### config.mk
export PLATFORM = sky130hd
export DESIGN_NAME = control_unit
export DESIGN_NICKNAME = d
export VERILOG_FILES = /design/src/rtl/control_unit.sv
export SDC_FILE = /design/constraint.sdc
export NUM_CORES = 1
export LEC_CHECK = 0
export ABC_AREA = 1
export CAP_MARGIN = 20
export CORE_MARGIN = 2
export CORE_UTILIZATION = 41
export DETAILED_ROUTE_END_ITERATION = 7
export PLACE_DENSITY = 0.85
export SYNTH_ARGS = -nofsm -noshare
export SYNTH_HDL_FRONTEND = slang
export SYNTH_SLANG_ARGS = --single-unit
### constraint.sdc
create_clock -name clk -period 1.8 [get_ports clk]
set_clock_uncertainty 0.05 [all_clocks]
set_input_delay 0.36 -clock clk [delete_from_list [all_inputs] [get_ports clk]]
set_output_delay 0.36 -clock clk [all_outputs]
set_load 0.005 [all_outputs]
### src/rtl/control_unit.sv
// Multicycle RV32I control FSM: registered state, combinational control outputs.
// Optional CU_ILLEGAL_HALT_EN: unlisted opcodes park the FSM in HALT until reset.
module control_unit (
  input  logic       clk,
  input  logic       reset,
  input  logic [6:0] opcode,
  input  logic [2:0] funct3,
  input  logic [6:0] funct7,
  input  logic       Zero,
  output logic       PCEnable,
  output logic       InstructionRegisterEnable,
  output logic       OLDPCEnable,
  output logic       InstructionOrData,
  output logic [2:0] ImmediateSrc,
  output logic       REGAEnable,
  output logic       REGBEnable,
  output logic [1:0] ALUSrcA,
  output logic [1:0] ALUSrcB,
  output logic [3:0] ALUControlSignal,
  output logic [1:0] ResultSrc,
  output logic       MemWrite,
  output logic       RegWrite
);

  localparam logic [6:0] OP_R      = 7'b0110011;
  localparam logic [6:0] OP_I      = 7'b0010011;
  localparam logic [6:0] OP_LOAD   = 7'b0000011;
  localparam logic [6:0] OP_STORE  = 7'b0100011;
  localparam logic [6:0] OP_BRANCH = 7'b1100011;
  localparam logic [6:0] OP_JAL    = 7'b1101111;
  localparam logic [6:0] OP_JALR   = 7'b1100111;
  localparam logic [6:0] OP_LUI    = 7'b0110111;
  localparam logic [6:0] OP_AUIPC  = 7'b0010111;

  localparam logic [3:0] ALU_ADD  = 4'd0;
  localparam logic [3:0] ALU_SUB  = 4'd1;
  localparam logic [3:0] ALU_AND  = 4'd2;
  localparam logic [3:0] ALU_OR   = 4'd3;
  localparam logic [3:0] ALU_XOR  = 4'd4;
  localparam logic [3:0] ALU_SLL  = 4'd5;
  localparam logic [3:0] ALU_SRL  = 4'd6;
  localparam logic [3:0] ALU_SRA  = 4'd7;
  localparam logic [3:0] ALU_SLT  = 4'd8;
  localparam logic [3:0] ALU_SLTU = 4'd9;

  typedef enum logic [3:0] {
    S_FETCH, S_DECODE, S_EXEC_R, S_EXEC_I, S_ALUWB, S_MEMADR, S_MEMREAD, S_MEMWB,
    S_MEMWRITE, S_BRANCH, S_JUMP, S_LINK, S_LUI, S_AUIPC, S_HALT
  } state_t;

  state_t r_state;
  state_t w_next;
  logic   w_unused_funct7;

  assign w_unused_funct7 = ^{funct7[6], funct7[4:0]};

  // Immediate forms never subtract; funct7[5] there only selects SRAI.
  function automatic logic [3:0] alu_decode(input logic [2:0] f3, input logic alt,
                                            input logic is_imm);
    case (f3)
      3'b000:  alu_decode = (alt && !is_imm) ? ALU_SUB : ALU_ADD;
      3'b001:  alu_decode = ALU_SLL;
      3'b010:  alu_decode = ALU_SLT;
      3'b011:  alu_decode = ALU_SLTU;
      3'b100:  alu_decode = ALU_XOR;
      3'b101:  alu_decode = alt ? ALU_SRA : ALU_SRL;
      3'b110:  alu_decode = ALU_OR;
      default: alu_decode = ALU_AND;
    endcase
  endfunction

  always_ff @(posedge clk or posedge reset) begin
    if (reset) r_state <= S_FETCH;
    else       r_state <= w_next;
  end

  always_comb begin
    w_next = S_FETCH;
    case (r_state)
      S_FETCH:  w_next = S_DECODE;
      S_DECODE: begin
        case (opcode)
          OP_R:               w_next = S_EXEC_R;
          OP_I:               w_next = S_EXEC_I;
          OP_LOAD, OP_STORE:  w_next = S_MEMADR;
          OP_BRANCH:          w_next = S_BRANCH;
          OP_JAL, OP_JALR:    w_next = S_JUMP;
          OP_LUI:             w_next = S_LUI;
          OP_AUIPC:           w_next = S_AUIPC;
`ifdef CU_ILLEGAL_HALT_EN
          default:            w_next = S_HALT;
`else
          default:            w_next = S_FETCH;
`endif
        endcase
      end
      S_EXEC_R, S_EXEC_I: w_next = S_ALUWB;
      S_MEMADR:   w_next = (opcode == OP_STORE) ? S_MEMWRITE : S_MEMREAD;
      S_MEMREAD:  w_next = S_MEMWB;
      S_JUMP:     w_next = S_LINK;
      S_HALT:     w_next = S_HALT;
      default:    w_next = S_FETCH;
    endcase
  end

  always_comb begin
    PCEnable                  = 1'b0;
    InstructionRegisterEnable = 1'b0;
    OLDPCEnable               = 1'b0;
    InstructionOrData         = 1'b0;
    ImmediateSrc              = 3'd0;
    REGAEnable                = 1'b0;
    REGBEnable                = 1'b0;
    ALUSrcA                   = 2'd0;
    ALUSrcB                   = 2'd0;
    ALUControlSignal          = ALU_ADD;
    ResultSrc                 = 2'd0;
    MemWrite                  = 1'b0;
    RegWrite                  = 1'b0;
    case (r_state)
      S_FETCH: begin
        InstructionRegisterEnable = 1'b1;
        OLDPCEnable = 1'b1;
        PCEnable    = 1'b1;
        ALUSrcB     = 2'd2;
        ResultSrc   = 2'd2;
      end
      S_DECODE: begin
        REGAEnable = 1'b1;
        REGBEnable = 1'b1;
        // Branch target OLDPC+immB is computed here and parked in ALUOUT.
        if (opcode == OP_BRANCH) begin
          ALUSrcA      = 2'd1;
          ALUSrcB      = 2'd1;
          ImmediateSrc = 3'd2;
        end
      end
      S_EXEC_R: begin
        ALUSrcA          = 2'd2;
        ALUControlSignal = alu_decode(funct3, funct7[5], 1'b0);
      end
      S_EXEC_I: begin
        ALUSrcA          = 2'd2;
        ALUSrcB          = 2'd1;
        ALUControlSignal = alu_decode(funct3, funct7[5], 1'b1);
      end
      S_ALUWB: RegWrite = 1'b1;
      S_MEMADR: begin
        ALUSrcA      = 2'd2;
        ALUSrcB      = 2'd1;
        ImmediateSrc = (opcode == OP_STORE) ? 3'd1 : 3'd0;
      end
      S_MEMREAD: begin
        ALUSrcA           = 2'd2;
        ALUSrcB           = 2'd1;
        InstructionOrData = 1'b1;
      end
      S_MEMWB: begin
        ResultSrc = 2'd1;
        RegWrite  = 1'b1;
      end
      S_MEMWRITE: begin
        ALUSrcA           = 2'd2;
        ALUSrcB           = 2'd1;
        ImmediateSrc      = 3'd1;
        InstructionOrData = 1'b1;
        MemWrite          = 1'b1;
      end
      S_BRANCH: begin
        ALUSrcA = 2'd2;
        case (funct3)
          3'b000: begin ALUControlSignal = ALU_SUB;  PCEnable = Zero;  end
          3'b001: begin ALUControlSignal = ALU_SUB;  PCEnable = !Zero; end
          3'b100: begin ALUControlSignal = ALU_SLT;  PCEnable = !Zero; end
          3'b101: begin ALUControlSignal = ALU_SLT;  PCEnable = Zero;  end
          3'b110: begin ALUControlSignal = ALU_SLTU; PCEnable = !Zero; end
          3'b111: begin ALUControlSignal = ALU_SLTU; PCEnable = Zero;  end
          default: ;
        endcase
      end
      S_JUMP: begin
        ALUSrcB   = 2'd1;
        ResultSrc = 2'd2;
        PCEnable  = 1'b1;
        if (opcode == OP_JAL) begin
          ALUSrcA      = 2'd1;
          ImmediateSrc = 3'd4;
        end else begin
          ALUSrcA      = 2'd2;
        end
      end
      S_LINK: begin
        ALUSrcA   = 2'd1;
        ALUSrcB   = 2'd2;
        ResultSrc = 2'd2;
        RegWrite  = 1'b1;
      end
      S_LUI: begin
        ImmediateSrc = 3'd3;
        ResultSrc    = 2'd3;
        RegWrite     = 1'b1;
      end
      S_AUIPC: begin
        ALUSrcA      = 2'd1;
        ALUSrcB      = 2'd1;
        ImmediateSrc = 3'd3;
        ResultSrc    = 2'd2;
        RegWrite     = 1'b1;
      end
      default: ;
    endcase
  end

endmodule

==> impl_metrics.csv, run 1 <==
group,metric,value,unit
yosys,ys_types,22,
clock_network,hold_buffers,0,
setup_path,reg2regPathDepth,9,
clock_network,clk_pin_slew,0.06,ns
setup_path,cp_max_fo,4,
sta,rsz0062_at_grt,"true",
clock_network,h-tree-depth,1,
layout,final_util,0.960,
sta,worstMarginPinSlew,0.297,ns
global_route,grt_max_degree,6,
power_and_ir_drop,power_density,1100,mW/mm²
power_and_ir_drop,leakagePower,0.975,nW
global_route,grt_pass1_vias,1234,
sta,hold_violations,0,
die,start_util,0.434,
place,post-place-ws,-0.589,ns
place,dp_hpwl,1970,µm
layout,reg_top3,"r_state (4)",
drt,via_per_inst,5.99,
yosys,synth_top_area_share,0.193,
drt,drtPass1Iterations,4,
die,die_y,46.5,µm
sta,final_max_slew_viol_count,0,
die,rows,15,
setup_path,reg2reg_to,"r_state[1]",
global_route,gr-usage-all-layers,0.340,
yosys,ys_ff_latch,4,
yosys,synth_top_cell_by_area,"nand2_1",
place,dpl.cell_count,214,
yosys,synth_nets,161,
setup_path,critPathLaunchType,"register",
setup_path,r2r_slack,0.23,ns
setup_path,worst_r2r_startpoint,"r_state[3]",
drt,drtIter0Drc,138,
layout,area_growth,121,%
sta,timing.hold.ws,0.278,ns
setup_path,cp.arrival,1.62,ns
yosys,ys_top_cells_by_area,"nand2_1 19%, dfrtp_1 14%, nor2_1 13%",
clock_network,cts_tree,"done",
layout,fill_cells,41,
drt,routedWlPerCell,20.5,µm
place,routabilityCongestion,0.839,
clock_network,clockRootBuffer,"clkbuf_4",
layout,antennaDiodeCount,0,
clock_network,cts_buffer_depth,2,
yosys,synth_cells,141,
layout,regMostFlops,"r_state",
die,die_width,46.5,µm
job,cap_viol_max_count,0,
setup_path,worstPathRequired,1.39,ns
clock_network,clock-sinks,4,
power_and_ir_drop,peakVddDrop,0.000865,V
drt,drc_errors,0,
setup_path,startpoint,"r_state[3]",
drt,drt_wl_total,5130,µm
sta,fmax,0.492,GHz
run_status,violations,"negative setup slack",
layout,largest_reg_flops,4,
yosys,syn_area,741,µm²
clock_network,insertion_delay,0.26,ns
clock_network,cts_inserted_buffers,3,
global_route,grt_overflow,0,
die,die_area,0.00216,mm²
place,portBuffers,34,
yosys,ys_seq_area_frac,0.135,
die,coreArea,0.00171,mm²
setup_path,worstSetupEndpointType,"primary output",
sta,slew_headroom,0.802,
global_route,grt_pass1_wl,5060,µm
drt,ant_nets,0,
setup_path,worstSetupPathType,"reg -> out",
yosys,yosys_warnings,0,
sta,setup_ws,-0.234,ns
sta,fin_crit_sh,1.13,
power_and_ir_drop,power,1.80,mW
layout,stdcell_count,250,
run_status,status,"complete, but fails checks",
die,io_pins,41,
hold_path,hp-class,"in -> async",
setup_path,critPathCapture,"ALUSrcA[0]",
global_route,antenna_found_initial,0,
layout,final_layout_size_suffix_gt1_frac,0.604,
yosys,avgSynthCellArea,5.25,µm²
layout,layout.nets,247,
drt,vias,1498,
sta,setup_violations,19,
sta,fin_crit,2.03,ns
[metrics by stage]
step	setup TNS, ns	area [µm²]
CTS	-0.992	1440
global placement	-4.93	1220
finish	-2.46	1640
global route	-2.96	1640
floorplan	0	741
detailed placement	-5.44	1220
[cell type report]
class,instances,area (µm²),share of cell area
Inverter,30,115,0.0702
Multi-Input combinational cell,105,696,0.424
Timing Repair Buffer,83,672,0.410
Sequential cell,4,103,0.0626
Clock buffer,3,22.5,0.0137
Tap cell,25,31.3,0.0191
[critical path, stage by stage (launching register included)]
cell and delay [ns]:
dfrtp_1 0.37, inv_2 0.08, buf_6 0.12, nor2_4 0.15
inv_2 0.09, nor2_4 0.13, nand3_2 0.12, buf_6 0.13
nand3_2 0.04, buf_2 0.11
[kinds of logic after synthesis]
group,count (synthesis),synth area share
compound gates,18,0.145
simple gates,87,0.547
buf+inv,32,0.172
flops,4,0.135
[Yosys cell counts]
library cell and count:
a21oi_1 4, a21oi_2 1, a31oi_1 1, buf_4 2, dfrtp_1 4, inv_1 21, inv_2 9, nand2_1 38
nand2_2 5, nand2_4 1, nand3_1 8, nand3b_1 2, nor2_1 25, nor2_2 1, nor2_4 4, nor3_1 2
nor3_2 1, o211ai_1 2, o21ai_0 7, o21ai_2 1, o22ai_1 1, o31ai_1 1
[power breakdown]
part / internal (mW) / switching, mW / leakage (nW)
clock network: 0.0760 / 0.0573 / 0.0138
registers: 0.124 / 0.0670 / 0.0504
logic: 0.712 / 0.768 / 0.910
[cell usage in the layout (no fill, tap or decap), drive strengths merged, types with 3 or more instances in the layout]
cell and count:
o21ai 8, dlygate4sd2 11, nor3 3, buf 66, inv 30, clkbuf 4
nand3 8, nor2 30, clkdlybuf4s50 3, a21oi 5, nand2 44, dfrtp 4
[how the worst min path moves through the flow]
| stage | endpoint | slack [ns] | depth (start not counted) |
|---|---|---|---|
| 3_5_place_dp | r_state[2] | 0.50 | 2 |
| 3_3_place_gp | r_state[2] | 0.49 | 2 |
| 2_1_floorplan | r_state[0] | 0.08 | 1 |
| 6_report | r_state[3] | 0.28 | 2 |
| 5_1_grt | r_state[3] | 0.28 | 2 |
| 4_1_cts | r_state[3] | 0.25 | 2 |
[layer usage]
metal	vias up	track usage	part of all wire	wire length (µm)
met4	0	0.263	0.10	526
met1	643	0.296	0.32	1630
met3	75	0.0784	0.11	572
li1	602	-	-	-
met2	178	0.647	0.47	2400
met5	-	0	0	0
[repair_timing]
action	CTS	global route
gates resized for setup	115	47
setup buffers	19	16
pin swaps	15	19
setup endpoints to repair	21	21
(Power assumes the default switching activity.)
==> run 2: changes to the inputs <==
CTS_CLUSTER_DIAMETER = 200   (was not set)
GPL_ROUTABILITY_DRIVEN = 0   (was not set)
==> results of run 2 <==
No change in the layout: final DEF, timing and power equal those of run 1.
